### src/rtl/hwag_pkg.sv
// hwag_pkg: shared definitions for the angle generator family.
//   ANGLE_W    width of an angle count
//   HWAMAXACR  last angle count of one revolution before wrap to 0
//   HWASTWD    bits needed to hold one revolution of angle counts
//   angle_t    angle count type
//   chan_state_e  coil channel state: off, dwelling, latched in fault
package hwag_pkg;

  localparam int ANGLE_W = 24;
  localparam logic [ANGLE_W-1:0] HWAMAXACR = 24'd3839;
  localparam int HWASTWD = 12;

  typedef logic [ANGLE_W-1:0] angle_t;

  typedef enum logic [1:0] {
    CH_OFF   = 2'd0,
    CH_DWELL = 2'd1,
    CH_FAULT = 2'd2
  } chan_state_e;

  // True when an angle lies inside one revolution.
  function automatic logic angle_in_range(angle_t a, angle_t max_acr);
    return a <= max_acr;
  endfunction

endpackage

### src/rtl/hwag_coil_chan.sv
// hwag_coil_chan: one ignition-coil channel.
// Holds the shadow and active set/reset angles, detects set/reset angle
// events, drives the coil and guards the dwell with a timeout that latches
// a sticky fault.
// Ports:
//   clk, rst    clock, asynchronous active-high reset
//   run         angle generator synchronised
//   step, wrap  angle advanced this clk / angle wrapped MAX_ACR -> 0
//   acnt        current (unregistered) angle count
//   wr_en       load wr_set/wr_reset into the shadow registers
//   fault_clr   clear the sticky fault
//   coil        coil drive, 1 = dwell
//   fault       sticky dwell-timeout fault
module hwag_coil_chan #(
  parameter int ANGLE_W = hwag_pkg::ANGLE_W,
  parameter int DWELL_W = 20,
  parameter logic [DWELL_W-1:0] DWELL_MAX = 20'd400000
) (
  input  logic               clk,
  input  logic               rst,
  input  logic               run,
  input  logic               step,
  input  logic               wrap,
  input  logic [ANGLE_W-1:0] acnt,
  input  logic               wr_en,
  input  logic [ANGLE_W-1:0] wr_set,
  input  logic [ANGLE_W-1:0] wr_reset,
  input  logic               fault_clr,
  output logic               coil,
  output logic               fault
);

  localparam logic [DWELL_W-1:0] DWELL_LAST = DWELL_W'(DWELL_MAX - 1'b1);

  logic [ANGLE_W-1:0] shadow_set;
  logic [ANGLE_W-1:0] shadow_reset;
  logic [ANGLE_W-1:0] active_set;
  logic [ANGLE_W-1:0] active_reset;
  logic [DWELL_W-1:0] timer;
  logic               set_hit;
  logic               reset_hit;
  logic               timeout;

  hwag_pkg::chan_state_e state;
  hwag_pkg::chan_state_e state_next;

  assign set_hit   = step & (acnt == active_set);
  assign reset_hit = step & (acnt == active_reset);
  assign timeout   = (state == hwag_pkg::CH_DWELL) & (timer == DWELL_LAST);

  // Shadow takes CPU writes; active picks up the shadow atomically at wrap,
  // and follows it continuously while the angle generator is not running so
  // the first revolution after sync already uses the latest angles.
  always_ff @(posedge clk or posedge rst) begin
    if (rst) begin
      shadow_set   <= '0;
      shadow_reset <= '0;
      active_set   <= '0;
      active_reset <= '0;
    end else begin
      if (wr_en) begin
        shadow_set   <= wr_set;
        shadow_reset <= wr_reset;
      end
      if (!run || wrap) begin
        active_set   <= shadow_set;
        active_reset <= shadow_reset;
      end
    end
  end

  // State register plus dwell timer. The timer only runs across consecutive
  // dwell clks, so it is zero on every dwell entry and after any exit.
  always_ff @(posedge clk or posedge rst) begin
    if (rst) begin
      state <= hwag_pkg::CH_OFF;
      timer <= '0;
    end else begin
      state <= state_next;
      if (state == hwag_pkg::CH_DWELL && state_next == hwag_pkg::CH_DWELL) begin
        timer <= timer + 1'b1;
      end else begin
        timer <= '0;
      end
    end
  end

  // Next-state logic. Reset angle beats set angle when both hit together, a
  // timeout beats a simultaneous fault clear (fault_clr is only honoured in
  // the fault state), and set events are ignored while the fault is latched.
  always_comb begin
    state_next = state;
    case (state)
      hwag_pkg::CH_OFF: begin
        if (set_hit && !reset_hit) begin
          state_next = hwag_pkg::CH_DWELL;
        end
      end
      hwag_pkg::CH_DWELL: begin
        if (!run) begin
          state_next = hwag_pkg::CH_OFF;
        end else if (timeout) begin
          state_next = hwag_pkg::CH_FAULT;
        end else if (reset_hit) begin
          state_next = hwag_pkg::CH_OFF;
        end
      end
      hwag_pkg::CH_FAULT: begin
        if (fault_clr) begin
          state_next = hwag_pkg::CH_OFF;
        end
      end
      default: state_next = hwag_pkg::CH_OFF;
    endcase
  end

  assign coil  = (state == hwag_pkg::CH_DWELL);
  assign fault = (state == hwag_pkg::CH_FAULT);

endmodule

### src/rtl/hwag_coil_sched.sv
// hwag_coil_sched: multi-channel ignition-coil scheduler driven by the
// interpolated angle count of the angle generator.
// Ports:
//   clk, rst    clock, asynchronous active-high reset
//   run         angle generator synchronised
//   acnt        current angle count
//   wr_valid / wr_ready   shadow write handshake
//   wr_ch, wr_set, wr_reset  target channel and new angles
//   wr_err      one-clk pulse when a write is rejected
//   fault_clr   per-channel sticky fault clear
//   coil_out    coil drive per channel, 1 = dwell
//   fault       sticky dwell-timeout fault per channel
module hwag_coil_sched #(
  parameter int CH_NUM  = 4,
  parameter int ANGLE_W = hwag_pkg::ANGLE_W,
  parameter logic [ANGLE_W-1:0] MAX_ACR = hwag_pkg::HWAMAXACR,
  parameter int DWELL_W = 20,
  parameter logic [DWELL_W-1:0] DWELL_MAX = 20'd400000,
  localparam int CH_W = (CH_NUM > 1) ? $clog2(CH_NUM) : 1
) (
  input  logic               clk,
  input  logic               rst,
  input  logic               run,
  input  logic [ANGLE_W-1:0] acnt,
  input  logic               wr_valid,
  output logic               wr_ready,
  input  logic [CH_W-1:0]    wr_ch,
  input  logic [ANGLE_W-1:0] wr_set,
  input  logic [ANGLE_W-1:0] wr_reset,
  output logic               wr_err,
  input  logic [CH_NUM-1:0]  fault_clr,
  output logic [CH_NUM-1:0]  coil_out,
  output logic [CH_NUM-1:0]  fault
);

  logic [ANGLE_W-1:0] acnt_q;
  logic               step;
  logic               wrap;
  logic               wr_accept;
  logic               wr_ch_ok;
  logic               wr_bad;

  // Previous angle count, used to see the angle move and to spot the wrap.
  // A rejected write is reported one clk after the handshake.
  always_ff @(posedge clk or posedge rst) begin
    if (rst) begin
      acnt_q <= '0;
      wr_err <= 1'b0;
    end else begin
      acnt_q <= acnt;
      wr_err <= wr_accept & wr_bad;
    end
  end

  // Only an exact MAX_ACR -> 0 move counts as a wrap; a resync jump that
  // lands on 0 from anywhere else does not transfer the shadow angles.
  assign step = run & (acnt != acnt_q);
  assign wrap = step & (acnt_q == MAX_ACR) & (acnt == '0);

  // Holding off writes in the wrap clk keeps a write from racing the
  // shadow-to-active transfer.
  assign wr_ready  = ~wrap;
  assign wr_accept = wr_valid & wr_ready;
  assign wr_ch_ok  = (32'(wr_ch) < CH_NUM);
  assign wr_bad    = (wr_set > MAX_ACR) | (wr_reset > MAX_ACR) | ~wr_ch_ok;

  for (genvar i = 0; i < CH_NUM; i++) begin : g_chan
    hwag_coil_chan #(
      .ANGLE_W   (ANGLE_W),
      .DWELL_W   (DWELL_W),
      .DWELL_MAX (DWELL_MAX)
    ) u_chan (
      .clk       (clk),
      .rst       (rst),
      .run       (run),
      .step      (step),
      .wrap      (wrap),
      .acnt      (acnt),
      .wr_en     (wr_accept & ~wr_bad & (32'(wr_ch) == i)),
      .wr_set    (wr_set),
      .wr_reset  (wr_reset),
      .fault_clr (fault_clr[i]),
      .coil      (coil_out[i]),
      .fault     (fault[i])
    );
  end

endmodule
### config.mk
export PLATFORM = sky130hd
export DESIGN_NAME = hwag_coil_sched
export DESIGN_NICKNAME = d
export VERILOG_FILES = /design/src/rtl/hwag_pkg.sv /design/src/rtl/hwag_coil_chan.sv /design/src/rtl/hwag_coil_sched.sv
export SDC_FILE = /design/constraint.sdc
export NUM_CORES = 1
export LEC_CHECK = 0
export BUFFER_PORTS_ARGS = -buffer_cell sky130_fd_sc_hd__clkbuf_2
export CELL_PAD_IN_SITES_DETAIL_PLACEMENT = 1
export CELL_PAD_IN_SITES_GLOBAL_PLACEMENT = 2
export CORE_MARGIN = 3
export CORE_UTILIZATION = 35
export CTS_CLUSTER_DIAMETER = 200
export CTS_CLUSTER_SIZE = 30
export DETAILED_ROUTE_END_ITERATION = 8
export PLACE_DENSITY = 0.7
export SLEW_MARGIN = 20
export SYNTH_ARGS = -nofsm -noshare
export SYNTH_HDL_FRONTEND = slang
export SYNTH_SLANG_ARGS = --single-unit
### constraint.sdc
create_clock -name clk -period 50.6 [get_ports clk]
set_clock_uncertainty 0.1 [all_clocks]
set_input_delay 10.12 -clock clk [delete_from_list [all_inputs] [get_ports clk]]
set_output_delay 10.12 -clock clk [all_outputs]
set_load 0.05 [all_outputs]
# Word-level counts from Yosys, hierarchy flattened
# Index checks and enable logic that the tools add are counted.
[word_totals] regBits=497 inputBits=82
[classes] eq_ne=29 reduce_logical=20 n_bitwise=25 magnitude_cmp=2 muxes=28 addsub=4
[ops] operator="$eq 24x24->1" n=8
[ops] operator="$add 20x1->20 const B" n=4
[ops] operator="$eq 20x19->1 const B" n=4
[ops] operator="$mux 20" n=4
[ops] operator="$gt 24x12->1 const B" n=2
[ops] operator="$mux 2" n=20
[ops] operator="$eq 24x12->1 const B" n=1
[ops] operator="$logic_not 24->1" n=1
[ops] operator="$ne 24x24->1" n=1
[ops] operator="$pmux 2 s3" n=4
[ops] operator="$and 1x1->1" n=22
[ops] operator="$eq 2x1->1 const B" n=9
[ops] operator="$eq 2x2->1 const B" n=6
[ops] operator="$logic_not 2->1" n=5
[ops] operator="$logic_and 1x1->1" n=8
[ops] operator="$logic_not 1->1" n=5
[ops] operator="$not 1->1" n=2
[ops] operator="$logic_or 1x1->1" n=1
[ops] operator="$or 1x1->1" n=1

# Logic depth before layout (Yosys ltp)
[logic_depth] ltp_word=10 depth_mapped=8

# By module
# From an unflattened synthesis, not the netlist that was laid out.
[hier_totals] cells_unflattened=1610 hier_area_um2=21856.0
[by_module_without_submodules] module="hwag_coil_chan" instances=4 area_per_inst_um2=5168.7 cells_per_inst=378 seq_area_each_um2=2952.8
[by_module_without_submodules] module="hwag_coil_sched" instances=1 area_per_inst_um2=1181.1 cells_per_inst=98 seq_area_each_um2=625.6

# Worst setup path after synthesis
# OpenSTA, ideal clock, no wires.
[synth_timing] path_kind="in2out" from="in acnt[22]" to="out wr_ready" path_buffers=1 stages=4 arrival_time_ns=11.368 setup_slack_ns=29.012 path_cell_list="buf_2 nor4_2 nand4_1 or4_4"
[synth_via] elab_chain_len=5
[synth_lines] element="start: declaration" line_no="hwag_coil_sched.sv:24" source="input logic [ANGLE_W-1:0] acnt,"
[synth_lines] element="$ne 24x24->1" line_no="hwag_coil_sched.sv:57" source="assign step = run & (acnt != acnt_q);"
[synth_lines] element="$and 1x1->1" line_no="hwag_coil_sched.sv:57"
[synth_lines] element="$and 1x1->1" line_no="hwag_coil_sched.sv:58" source="assign wrap = step & (acnt_q == MAX_ACR) & (acnt == '0);"
[synth_lines] element="$and 1x1->1 (*)" line_no="hwag_coil_sched.sv:58"
[synth_lines] element="$not 1->1 (*)" line_no="hwag_coil_sched.sv:62" source="assign wr_ready = ~wrap;"
[synth_lines] element="end: declaration" line_no="hwag_coil_sched.sv:26" source="output logic wr_ready,"
# Every way passes the cells marked *; elsewhere a longest branch is shown, timed or not.

# Worst setup path after layout
[layout_timing] from="in acnt[15]" to="out wr_ready"
# The elaborated chain is that of the path after synthesis.

==> metrics <==
status=complete, no violations; dominant cells by area after synthesis=dfrtp_1 (56%), xnor2_1 (8.7%), mux2_4 (6.8%), mux2_1 (6.7%), mux2_2 (2.9%); number of cells produced by synthesis=about 1600; final net count=between 1500 and 2000; Post-CTS Setup Bufs=0; placed cell count=approximately 2500; Final Cycle Share=about 44%; # rows=91; internal power=between 0.4 and 0.5 mW; ANT cells=0; first-pass GRT wire length=87.3 mm; crit-path cells=clkbuf_2 -> nor4_1 -> nand3_1 -> or4_4 -> clkbuf_2; Net Switching=0.149 mW; buffers added on ports=91; dpl ws=~28 ns; Yosys top cell by area=dfrtp_1; Clock power frac=a little under a third; hold path depth=1; largest net degree at the start of global routing=~140; Global Route Usage Sum=17.0%; RSZ-0062 raised after global routing=false; Synth warnings=0; R2R depth=6; Iter 0 DRT Violations=between 800 and 900; CP dominant cell by count=clkbuf_2; post-synthesis mux area share=between 15 and 20%; clk_lat worst skew=0.56 ns; sequential area share after synthesis=between 50% and 60%; crit path max-delay cell type=or4_4; CORE AREA=62100 um^2; kind of critical path=in -> out; Synth Area in XOR/XNOR=~11%; sw frac=a little under a quarter; initial antenna violation count=0; initial core utilization=35.6%; Slew Limit Fails=0; Reg power frac=62.8%; Post-Synthesis Cell Area=about 22000 um^2; Num CTS Buffers=20; Hold WC Path Type=reg -> reg; # setup viols final=0; largest family of logic cells by synthesized area=multiplexers; # H-tree levels=1; PD cells=between 20 and 30 nW/um^2; Post-synth ARST share=100%; post-layout util=approximately 38%; Sink Count=just under 500; Post-CTS Resized=0; Post-Synth Adder-Cell Area=less than 1%; Clock Pin Slew Worst Setup and Hold Paths=0.12 ns; CP Data Arrival Time=around 12 ns; Avg Inst Size Synth=13.5 um^2; io pins=92; final WL=56.3 mm; Yosys reg bits=just under 500; Vias=between 10000 and 15000; crit end category=output port; Die Y=257 um; critical path data required time=40.38 ns; shortest period the worst path allows=~22 ns; number of global-route vias before repair=about 14000; filler instances=between 6000 and 7000; Final Hold Viols=0; max_cap viols=0; Reg area=12400 um^2; Yosys top cell area share=approximately 56%; setup ws final=28.44 ns; Die W=about 260 um; detailed-placement wirelength estimate=39.3 mm; Post-Layout Cell Count=approximately 2500; total power=0.635 mW; drt drc=0; setup TNS=0 ns; Peak supply drop=approximately 0.022 mV; Max-slew headroom=roughly 28%; EDFF count, synth=0; clock tree buffer depth=3; CTS Root Buffer Type=clkbuf_16; CTS tree=built; CTS hold repair buffers=0; Post-Synth Simple-Gate Area=a little under an eighth; Mapped Nets=approximately 1700; layout cells sized above 1=between 15 and 20%; post-route ant nets=0; grt total ovfl=0; startpoint types=input pin; worst slew pin tran=about 1.1 ns; ys flop type=dfrtp_1; Gate power share=6.0%; fmax=between 0.04 and 0.05 GHz; P_leak=approximately 11 nW; post-synthesis compound-gate area fraction=less than 1%; area of the multi-input gates=about 9000 um^2; die area=around 66000 um^2; Distinct cells, synth=between 40 and 50; routability cong.=roughly 0.85; per-cell routed wire length=~22 um; area grow syn2layout=6.64%; slowest stage delay, CP=0.63 ns; drt pass-1 iters=5; via-per-instance ratio=~5.0; CP Max Fanout=11
==> flip-flops by register name, indices dropped and copies added (netlist names) <==
signal and cells:
g_chan.u_chan.active_set 96, g_chan.u_chan.timer 80, g_chan.u_chan.state 8, g_chan.u_chan.active_reset 96, g_chan.u_chan.shadow_set 96, acnt_q 24, g_chan.u_chan.shadow_reset 96, wr_err 1
==> cells in the mapped netlist, types with 6 or more instances <==
cell	n
or3_1	6
nor4_1	31
nor3_1	89
clkbuf_1	21
nand3_1	34
nor4b_1	8
buf_2	36
buf_8	9
nor2b_1	80
inv_1	11
and2_1	25
buf_12	11
mux2_2	56
and3_1	9
mux2_4	100
dfrtp_1	497
xor2_1	66
nand4_1	72
nor2_1	26
xnor2_1	220
and4_1	9
nand2_1	32
buf_4	13
mux2_1	132
==> cell type report <==
| class | count | share of cell area (%) |
|---|---|---|
| Timing Repair Buffer | 106 | 2.43 |
| Inverter | 11 | 0.207 |
| Clock inverter | 1 | 0.0690 |
| Clock buffer | 21 | 2.23 |
| Multi-Input combinational cell | 1039 | 37.9 |
| Sequential cell | 497 | 52.8 |
| Tap cell | 837 | 4.44 |
==> worst max-delay path: cells and delay by family <==
family                 cells  cell delay (ns)
buffers and inverters      2             0.58
AND/OR/NAND/NOR            3             1.22
==> stage by stage <==
| stage | cell area (um^2) | hold WS [ns] |
|---|---|---|
| floorplan | 22100 | 0.352 |
| global placement | 23000 | 0.362 |
| detailed placement | 23000 | 0.370 |
| CTS | 23600 | 0.384 |
| global route | 23600 | 0.389 |
| finish | 23600 | 0.380 |
==> worst paths after layout <==
kind	startpoint	end	slack, ns
max	acnt[15]	wr_ready	28.44
min reg2reg	g_chan[2].u_chan.shadow_reset[20]	g_chan[2].u_chan.active_reset[20]	0.38
min	g_chan[2].u_chan.shadow_reset[20]	g_chan[2].u_chan.active_reset[20]	0.38
min in group asynchronous	rst	g_chan[1].u_chan.active_reset[17]	9.61
max reg2reg	acnt_q[18]	g_chan[1].u_chan.active_reset[5]	46.86
max in group asynchronous	rst	g_chan[0].u_chan.active_reset[20]	38.36
==> layout by cell type (no fill, tap or decap), types with 2 or more instances in the layout <==
cell type  count
buf_4         14
nor2b_1       80
nand2_1       32
o2bb2ai_1      3
and2_1        25
o2111ai_1      4
nor2_1        26
mux2_4       100
xnor2_1      220
clkbuf_16     21
a211oi_1       2
clkbuf_2      91
mux2_2        56
ha_1           4
nor4bb_1       2
o2111a_1       4
nor4b_2        2
dfrtp_1      497
nor4b_1        6
nor4_1        31
or3_1          6
o21ai_0        2
nor3b_1        4
a21oi_1        4
nor3_1        89
inv_1         10
nand4_1       72
mux2_1       132
and3_1         9
and4_1         8
nand3_1       34
nor4_2         2
xor2_1        66
==> routing by layer <==
layer  global-route usage (%)  routed length [um]  vias up
li1                         -                   -     5695
met1                     25.2               27800     6755
met2                     27.3               26000      186
met3                     1.77                1430       47
met4                     3.10                1070        0
met5                        0                   0        -
==> power by group through the flow <==
stage,Sequential (mW),Clock [mW],Combinational (mW)
after global placement,0.406,0,0.0382
after floorplan,0.407,0,0.0272
after CTS,0.399,0.206,0.0388
after global routing,0.399,0.220,0.0414
final,0.399,0.198,0.0378
after detailed placement,0.406,0,0.0387
==> logic make-up after synthesis <==
kind of cell	after synthesis
adders and majority gates	4
and+or+nand+nor	438
xor gates and xnor gates	286
DFF	497
muxes	288
buffers and inverters	102
AOI/OAI and AO/OA	23
Note: power is estimated with default switching activity, not from simulation.
